===== config.mk =====
export PLATFORM = sky130hd
export DESIGN_NAME = mem_lsu
export DESIGN_NICKNAME = d
export VERILOG_FILES = /design/src/rtl/mem_lsu.sv
export SDC_FILE = /design/constraint.sdc
export NUM_CORES = 1
export LEC_CHECK = 0
export BUFFER_PORTS_ARGS = -buffer_cell sky130_fd_sc_hd__buf_2
export CAP_MARGIN = 30
export CORE_MARGIN = 4
export CORE_UTILIZATION = 40
export CTS_BUF_LIST = sky130_fd_sc_hd__clkbuf_2 sky130_fd_sc_hd__clkbuf_4 sky130_fd_sc_hd__clkbuf_8
export DETAILED_ROUTE_END_ITERATION = 8
export GPL_ROUTABILITY_DRIVEN = 0
export MAX_ROUTING_LAYER = met4
export PLACE_DENSITY = 0.67
export SLEW_MARGIN = 20
export SYNTH_ARGS = -nofsm -noshare
export SYNTH_HDL_FRONTEND = slang
export SYNTH_SLANG_ARGS = --single-unit

===== constraint.sdc =====
create_clock -name clk -period 3.2 [get_ports clk]
set_clock_uncertainty 0.2 [all_clocks]
set_input_delay 0.16 -clock clk [delete_from_list [all_inputs] [get_ports clk]]
set_output_delay 0.16 -clock clk [all_outputs]
set_load 0.005 [all_outputs]

===== src/rtl/mem_lsu.sv =====
// Load/store unit: one outstanding data-memory access, big-endian lanes, bus wait timeout.
// Optional LSU_MISALIGN_EXC_EN: raise a misalignment error instead of force-aligning the address.
module mem_lsu #(
    parameter int ADDR_W      = 32,
    parameter int TIMEOUT_CYC = 255
) (
    input  logic              clk,
    input  logic              rst,
    input  logic              op_valid,
    output logic              op_ready,
    input  logic [3:0]        op_code,
    input  logic [ADDR_W-1:0] op_addr,
    input  logic [31:0]       op_wdata,
    input  logic [4:0]        op_rdest,
    output logic              bus_req,
    output logic              bus_we,
    output logic [ADDR_W-1:0] bus_addr,
    output logic [3:0]        bus_sel,
    output logic [31:0]       bus_wdata,
    input  logic              bus_ack,
    input  logic [31:0]       bus_rdata,
    output logic              wb_valid,
    output logic [4:0]        wb_rdest,
    output logic [31:0]       wb_data,
    output logic              stall,
    output logic              err,
    output logic [1:0]        err_code
);

    typedef enum logic [1:0] {S_IDLE, S_REQ, S_RESP} state_t;

    state_t              r_state, w_next;
    logic [15:0]         r_cnt;
    logic [ADDR_W-1:0]   r_addr;
    logic [3:0]          r_sel;
    logic [31:0]         r_wdata;
    logic                r_we;
    logic [2:0]          r_ldcode;
    logic [1:0]          r_off;
    logic [4:0]          r_rdest_q;
    logic [4:0]          r_wb_rdest;
    logic [31:0]         r_wb_data;
    logic                r_err;
    logic [1:0]          r_err_code;

    logic                w_illegal, w_is_load, w_byte, w_half, w_reject, w_accept, w_timeout;
    logic [1:0]          w_off;
    logic [3:0]          w_sel;
    logic [31:0]         w_wdata;
    logic [7:0]          w_lbyte;
    logic [15:0]         w_lhalf;
    logic [31:0]         w_ldata;

    always_comb begin
        w_illegal = op_code[3];
        w_is_load = (op_code <= 4'd4);
        w_byte    = (op_code == 4'd0) || (op_code == 4'd1) || (op_code == 4'd5);
        w_half    = (op_code == 4'd2) || (op_code == 4'd3) || (op_code == 4'd6);
        // Lane offset drops the low address bits a wider access cannot use.
        if (w_byte)      w_off = op_addr[1:0];
        else if (w_half) w_off = {op_addr[1], 1'b0};
        else             w_off = 2'b00;
        w_sel = 4'b1111;
        if (w_byte) begin
            case (w_off)
                2'd0:    w_sel = 4'b1000;
                2'd1:    w_sel = 4'b0100;
                2'd2:    w_sel = 4'b0010;
                default: w_sel = 4'b0001;
            endcase
        end else if (w_half) begin
            w_sel = w_off[1] ? 4'b0011 : 4'b1100;
        end
        if (w_byte)      w_wdata = {4{op_wdata[7:0]}};
        else if (w_half) w_wdata = {2{op_wdata[15:0]}};
        else             w_wdata = op_wdata;
`ifdef LSU_MISALIGN_EXC_EN
        w_reject = w_illegal || (w_half && op_addr[0]) || (!w_byte && !w_half && (op_addr[1:0] != 2'b00));
`else
        w_reject = w_illegal;
`endif
        w_accept  = (r_state == S_IDLE) && op_valid && !w_reject;
        w_timeout = (({1'b0, r_cnt} + 17'd1) == 17'(TIMEOUT_CYC));
    end

    always_comb begin
        case (r_off)
            2'd0:    w_lbyte = bus_rdata[31:24];
            2'd1:    w_lbyte = bus_rdata[23:16];
            2'd2:    w_lbyte = bus_rdata[15:8];
            default: w_lbyte = bus_rdata[7:0];
        endcase
        w_lhalf = r_off[1] ? bus_rdata[15:0] : bus_rdata[31:16];
        case (r_ldcode)
            3'd0:    w_ldata = {{24{w_lbyte[7]}}, w_lbyte};
            3'd1:    w_ldata = {24'd0, w_lbyte};
            3'd2:    w_ldata = {{16{w_lhalf[15]}}, w_lhalf};
            3'd3:    w_ldata = {16'd0, w_lhalf};
            default: w_ldata = bus_rdata;
        endcase
    end

    always_ff @(posedge clk) begin
        if (rst) r_state <= S_IDLE;
        else     r_state <= w_next;
    end

    // Ack wins over timeout when both land in the same cycle.
    always_comb begin
        w_next = r_state;
        case (r_state)
            S_IDLE: if (w_accept) w_next = S_REQ;
            S_REQ: begin
                if (bus_ack)        w_next = r_we ? S_IDLE : S_RESP;
                else if (w_timeout) w_next = S_IDLE;
            end
            S_RESP:  w_next = S_IDLE;
            default: w_next = S_IDLE;
        endcase
    end

    always_ff @(posedge clk) begin
        if (rst) begin
            r_cnt      <= '0;
            r_addr     <= '0;
            r_sel      <= '0;
            r_wdata    <= '0;
            r_we       <= 1'b0;
            r_ldcode   <= '0;
            r_off      <= '0;
            r_rdest_q  <= '0;
            r_wb_rdest <= '0;
            r_wb_data  <= '0;
            r_err      <= 1'b0;
            r_err_code <= '0;
        end else begin
            r_err <= 1'b0;
            if (r_state == S_IDLE && op_valid) begin
                if (w_illegal) begin
                    r_err      <= 1'b1;
                    r_err_code <= 2'd3;
                end else if (w_reject) begin
                    r_err      <= 1'b1;
                    r_err_code <= 2'd2;
                end else begin
                    r_addr    <= {op_addr[ADDR_W-1:2], 2'b00};
                    r_sel     <= w_sel;
                    r_wdata   <= w_wdata;
                    r_we      <= !w_is_load;
                    r_ldcode  <= op_code[2:0];
                    r_off     <= w_off;
                    r_rdest_q <= op_rdest;
                    r_cnt     <= '0;
                end
            end else if (r_state == S_REQ) begin
                if (bus_ack) begin
                    if (!r_we) begin
                        r_wb_data  <= w_ldata;
                        r_wb_rdest <= r_rdest_q;
                    end
                end else if (w_timeout) begin
                    r_err      <= 1'b1;
                    r_err_code <= 2'd1;
                end else begin
                    r_cnt <= r_cnt + 16'd1;
                end
            end
        end
    end

    assign op_ready  = (r_state == S_IDLE);
    assign stall     = !op_ready;
    assign bus_req   = (r_state == S_REQ);
    assign bus_we    = (r_state == S_REQ) && r_we;
    assign bus_addr  = r_addr;
    assign bus_sel   = r_sel;
    assign bus_wdata = r_wdata;
    assign wb_valid  = (r_state == S_RESP);
    assign wb_rdest  = r_wb_rdest;
    assign wb_data   = r_wb_data;
    assign err       = r_err;
    assign err_code  = r_err_code;

endmodule


==> results of run 1 <==
-- worst max-delay path, delay by kind of cell, from the launching register on --
family,cells,cell delay [ps]
fa+ha+maj,1,280
flops,1,440
simple gates,4,900
compound gates,3,720
-- final timing paths --
check,from,to,slack (ps)
setup / recovery,r_cnt[0],r_cnt[15],580
hold / removal,rst,bus_addr[31],20
setup reg to reg,r_cnt[0],r_cnt[15],580
hold reg to reg,bus_sel[2],bus_sel[2],250
-- final cells by class --
class                      instances  area [µm²]
timing repair buffer             345        2340
multi-input combinational        551        3030
fill                            1296        5830
inverter                           4        15.0
sequential                       135        2700
clock inverter                    12         165
tap                              184         230
clock buffer                      20         275
-- repair_timing --
action,CTS,global route
setup buffers,0,0
hold buffers,114,0
endpoints found under the hold margin,114,0
-- per-layer routing --
metal | GRT usage | wire (µm) | vias to the layer above
li1 | - | - | 3259
met1 | 0.294 | 8610 | 3027
met2 | 0.370 | 9290 | 288
met3 | 0.0484 | 1600 | 33
met4 | 0.0859 | 408 | 0
met5 | - | 0 | -
-- cells by family after synthesis --
family                     share of synthesized area
AOI/OAI and AO/OA                              0.234
xor gates and xnor gates                     0.00438
adders and majority gates                    0.00417
buffers and inverters                         0.0477
DFF                                            0.450
muxes                                         0.0321
other                                       0.000625
and+or+nand+nor                                0.226
-- placed cells by master (no fill, tap or decap), types with 3 or more instances in the layout --
cell type	n
a211oi_1	48
a21oi_1	90
a221oi_1	8
a22o_1	7
a22oi_1	3
a31oi_1	20
a32oi_1	6
and2_1	5
and3_1	3
buf_2	218
buf_4	12
bufinv_16	3
clkbuf_8	20
dfxtp_1	135
dlygate4sd3_1	114
inv_1	4
inv_6	3
mux2i_1	17
nand2_1	166
nand2b_1	7
nand3_1	25
nand4_1	4
nor2_1	61
nor2b_1	4
nor3_1	7
o211ai_1	4
o21ai_0	14
o22ai_1	6
or3_1	6
xnor2_1	3
-- sequential cells by signal, summed over array words and instances (netlist names) --
register   cells
bus_sel        4
r_state        2
bus_wdata     32
r_off          2
err_code       2
wb_rdest       5
r_ldcode       3
r_rdest_q      5
bus_addr      30
r_cnt         16
wb_data       32
err            1
r_we           1
-- through the flow --
stage / util / setup WS (ps) / hold WS (ps) / std cells
floorplan: - / 914 / 96.0 / 754
global placement: 0.492 / 675 / 202 / 1105
detailed placement: 0.492 / 629 / 207 / 1105
CTS: 0.601 / 596 / 6.74 / 1251
global route: 0.601 / 269 / 34.0 / 1251
finish: 0.601 / 583 / 23.9 / 1251
-- power groups by stage --
stage | sequential, W | combinational [W] | clock [W]
after CTS | 0.00180 | 0.000602 | 0.00159
after global placement | 0.00184 | 0.000494 | 0
after detailed placement | 0.00184 | 0.000496 | 0
final | 0.00180 | 0.000609 | 0.00156
after floorplan | 0.00184 | 0.000266 | 0
after global routing | 0.00181 | 0.000669 | 0.00165
==> results.md, run 1 <==
- Die Y: 130 µm
- Largest area contributor in the netlist: dfxtp_1
- Die area: around 17000 µm²
- Fraction of layout cells with a size suffix above 1: 0.260
- Synthesis warning total: 0
- Total track usage: 0.233
- H-tree levels: 4
- Critical path class: reg -> reg
- Mean cell area of the mapped netlist: between 7 and 8 µm²
- Register area share after synthesis: 0.450
- Drt drc: 0
- CP max stage delay: 440 ps
- Status: completed
- CTS Root Cell: clkbuf_8
- WL/cell: 15.9 µm
- RSZ-0062 raised after global routing: no
- Fin nets: approximately 1200
- Unique masters post-synth: 56
- Fraction of registers with async set/reset: 0
- Dpl hpwl: 12700 µm
- Sw Ratio: 0.270
- Tightest Pin Transition: 861 ps
- Top cells by area, synth: dfxtp_1 (45%), nand2_1 (10%), a21oi_1 (7.5%), a211oi_1 (6.0%), nor2_1 (3.9%)
- Min Tclk post-route: 2620 ps
- N_diodes: 0
- Cell with the most instances after synthesis: nand2_1
- DR iter-0 viols: 418
- Clock Tree Buf Depth: 2
- Slew Limit Fails: 0
- Drt total wl: around 20000 µm
- Total number of vias: 6607
- First-pass GRT wire length: a little over 30000 µm
- Hold path cells: 2
- Gate power share: 0.153
- Clock power frac: 0.393
- Internal Pwr Total: approximately 0.0029 W
- Crit start category: flip-flop
- CP Capture Type: flip-flop
- Clk_lat worst skew: around 430 ps
- Reg clk slew, reported paths: 80 ps
- Power density cells: around 450 nW/µm²
- Slowest cell on crit path: dfxtp_1
- Maximum vdd drop: 254 µV
- Period utilisation layout: 0.818
- Maximum clock frequency: between 300 and 400 MHz
- Number of synthesized flops with an enable pin: 0
- Row cnt: 44
- Post-synth top cells: nand2_1 (166), dfxtp_1 (135), a21oi_1 (90)
- Worst rel slew slack: 0.424
- # setup viols final: 0
- Power, Total: 0.00397 W
- Largest net degree at the start of global routing: 66
- Seq pwr share: 0.453
- CORE AREA: 14600 µm²
- Final TNS setup: 0 ps
- Leakage power: 3.68 nW
- Crit path max fanout: 10
- TritonCTS clock tree: built
- Drt pass-1 iters: 5
- Die width: 130 µm
- Max Cap Viol: 0
- Hold WC Path Type: in -> reg
- Vias in the first global route: 6291
- Grt ovf: 0
- CP Cell Sequence: ha_1, nand3_1, nor2_1, and3_1, o2111ai_1, o21bai_4, nand2_2, a31oi_1
- Critical Path RT: 3360 ps
- Initial antenna violation count: 0
- Final instance area: 8760 µm²
- Synth top area share: 0.450
- Sw Pwr: 0.00107 W
- Number of gates resized after CTS: 0
- Vias per Instance: between 5 and 6
- Synth Flop Type: dfxtp_1
- Mapped Area: 6000 µm²
- Cells after synthesis: 753
- IO Port Bufs: around 220
- Routed Antenna Nets: 0
- Crit path DAT: 2780 ps
- Flop and latch count out of synthesis: 135
- Dpl cell area: between 7000 and 8000 µm²
- Io pins: roughly 220
- Layout overhead on the synthesized area: 46.0%
- Total CTS buffers: 17
- Initial Util: 0.411
- Final Hold Viols: 0
- Clk sink count: about 140
- R2r worst-path depth: 8
(Power assumes the default switching activity.)
==> run 2: changes to the inputs <==
Clock period 3.2 ns to 2.43 ns, I/O delays scaled along.
==> run 2 against run 1 <==
Core utilization is 2.2 points higher. Non-clock buffer count is 28 higher. Worst hold slack better by 230 ps. Combinational power is 40% higher. Highest routed layer unchanged.
==> results.md, run 2 (synthesis gave the netlist of run 1 again) <==
- Slew Limit Fails: 0 (unchanged)
- Io pins: 222 (unchanged)
- Multi-input logic area: 3070 µm² (+1.2%)
- Total track usage: 0.243 (+0.00995)
- First-pass GRT wire length: 32200 µm (+3.6%)
- CORE AREA: 14600 µm² (unchanged)
- Period utilisation layout: 0.948 (+0.130)
- Drt total wl: 20800 µm (+4.4%)
- Clock Tree Buf Depth: 2 (unchanged)
- TritonCTS clock tree: built
- Dpl hpwl: 13100 µm (+2.9%)
- Layout overhead on the synthesized area: 51.4%
- Max Cap Viol: 0 (unchanged)
- DR iter-0 viols: 540 (+29%)
- Reg clk slew, reported paths: 80 ps (about the same)
- Clk sink count: 135 (unchanged)
- Crit path max fanout: 7 (-3)
- Status: completed
- Total CTS buffers: 17 (unchanged)
- WL/cell: 16.3 µm (+2.2%)
- Crit start category: flip-flop
- Tightest Pin Transition: 900 ps (+39.1 ps)
- Most common cell after layout, fill and taps aside: buf_2
- RSZ-0062 raised after global routing: no
- H-tree levels: 4 (unchanged)
- Initial antenna violation count: 0 (unchanged)
- # setup viols final: 0 (unchanged)
- Maximum vdd drop: 601 µV (+140%)
- Worst rel slew slack: 0.398 (-0.0262)
- Seq. cell area: 2710 µm² (about the same)
- Routed Antenna Nets: 0 (unchanged)
- CP Capture Type: flip-flop
- Largest net degree at the start of global routing: 77 (+17%)
- Final Hold Viols: 0 (unchanged)
- Fin nets: 1193 (+2.4%)
- Grt ovf: 0 (unchanged)
- Most frequent cells in the layout: buf_2 (218), nand2_1 (166), dfxtp_1 (133)
- Vias in the first global route: 6470 (+2.8%)
- Power, Total: 0.00542 W (+37%)
- Worst hold slack: 249 ps (+225 ps)
- Hold WC Path Type: reg -> reg
- Drt drc: 0 (unchanged)
- CTS Root Cell: clkbuf_8
- Crit path DAT: 2460 ps (-320 ps)
- Vias per Instance: 5.31 (+0.58%)
- Initial Util: 0.411 (unchanged)
- Total number of vias: 6794 (+2.8%)
- Min Tclk post-route: 2300 ps (-315 ps)
- FILL cells: 1211 (-6.6%)
- IO Port Bufs: 219 (unchanged)
- Core Util, Final: 0.623 (+0.0223)
- N_diodes: 0 (unchanged)
- Maximum clock frequency: 434 MHz (+14%)
- Die width: 130 µm (unchanged)
- Clk_lat worst skew: 430 ps (about the same)
- Critical Path RT: 2590 ps (-770 ps)
- Die area: 17000 µm² (unchanged)
- Row cnt: 44 (unchanged)
- Power density cells: 597 nW/µm² (+32%)
- Critical path class: reg -> reg
- Fraction of layout cells with a size suffix above 1: 0.282 (+0.0226)
- Leakage power: 3.89 nW (+5.7%)
- Drt pass-1 iters: 5 (unchanged)
- Die Y: 130 µm (unchanged)
-- run 2: layer usage --
metal / up-vias / track usage / wire [µm]
li1: 3311 / - / -
met1: 3138 / 0.296 / 8820
met2: 307 / 0.397 / 9810
met3: 38 / 0.0598 / 1700
met4: 0 / 0.0780 / 465
met5: - / - / 0
-- run 2: timing repair --
action,in CTS,in global routing
resized for setup,3,11
setup buffers,1,0
hold buffers,120,0
endpoints found under the hold margin,114,0
pin swaps,1,1
setup endpoints to repair,12,31
-- run 2: stage by stage --
step	TNS [ps]	area (µm²)	instances	setup WS, ps
6_report	0	9090	1279	128
5_1_grt	0	9090	1279	12.6
4_1_cts	0	9060	1279	25.9
3_5_place_dp	-472	7360	1126	-78.8
3_3_place_gp	-2.59	7360	1126	-2.59
2_1_floorplan	0	6000	754	144
-- run 2: final timing paths --
check        slack (ps)  depth (start not counted)        from         end
min                 250                          2  bus_sel[2]  bus_sel[2]
min reg2reg         250                          2  bus_sel[2]  bus_sel[2]
max reg2reg         130                          8   r_cnt[10]    r_cnt[1]
max                 130                          8   r_cnt[10]    r_cnt[1]
-- run 2: final cells by class --
type | instances | area share
Sequential cell | 135 | 0.298
Clock buffer | 21 | 0.0311
Clock inverter | 11 | 0.0213
Inverter | 4 | 0.00165
Tap cell | 184 | 0.0253
Timing Repair Buffer | 373 | 0.285
Multi-Input combinational cell | 551 | 0.338
-- run 2: critical path, cell delays in order (launching register included) --
cell and delay (ps):
dfxtp_1 460, and4_4 300, nand4_4 120, nor3b_1 190
a211oi_4 320, o21bai_4 120, buf_4 170, or2_1 200
a21oi_1 140
-- run 2: report_power, final --
group          leakage (nW)  switching, W  internal (W)
sequential             1.10     0.0000553       0.00231
combinational          2.55      0.000435      0.000417
clock                 0.240      0.000884       0.00132
total                  3.89       0.00137       0.00405
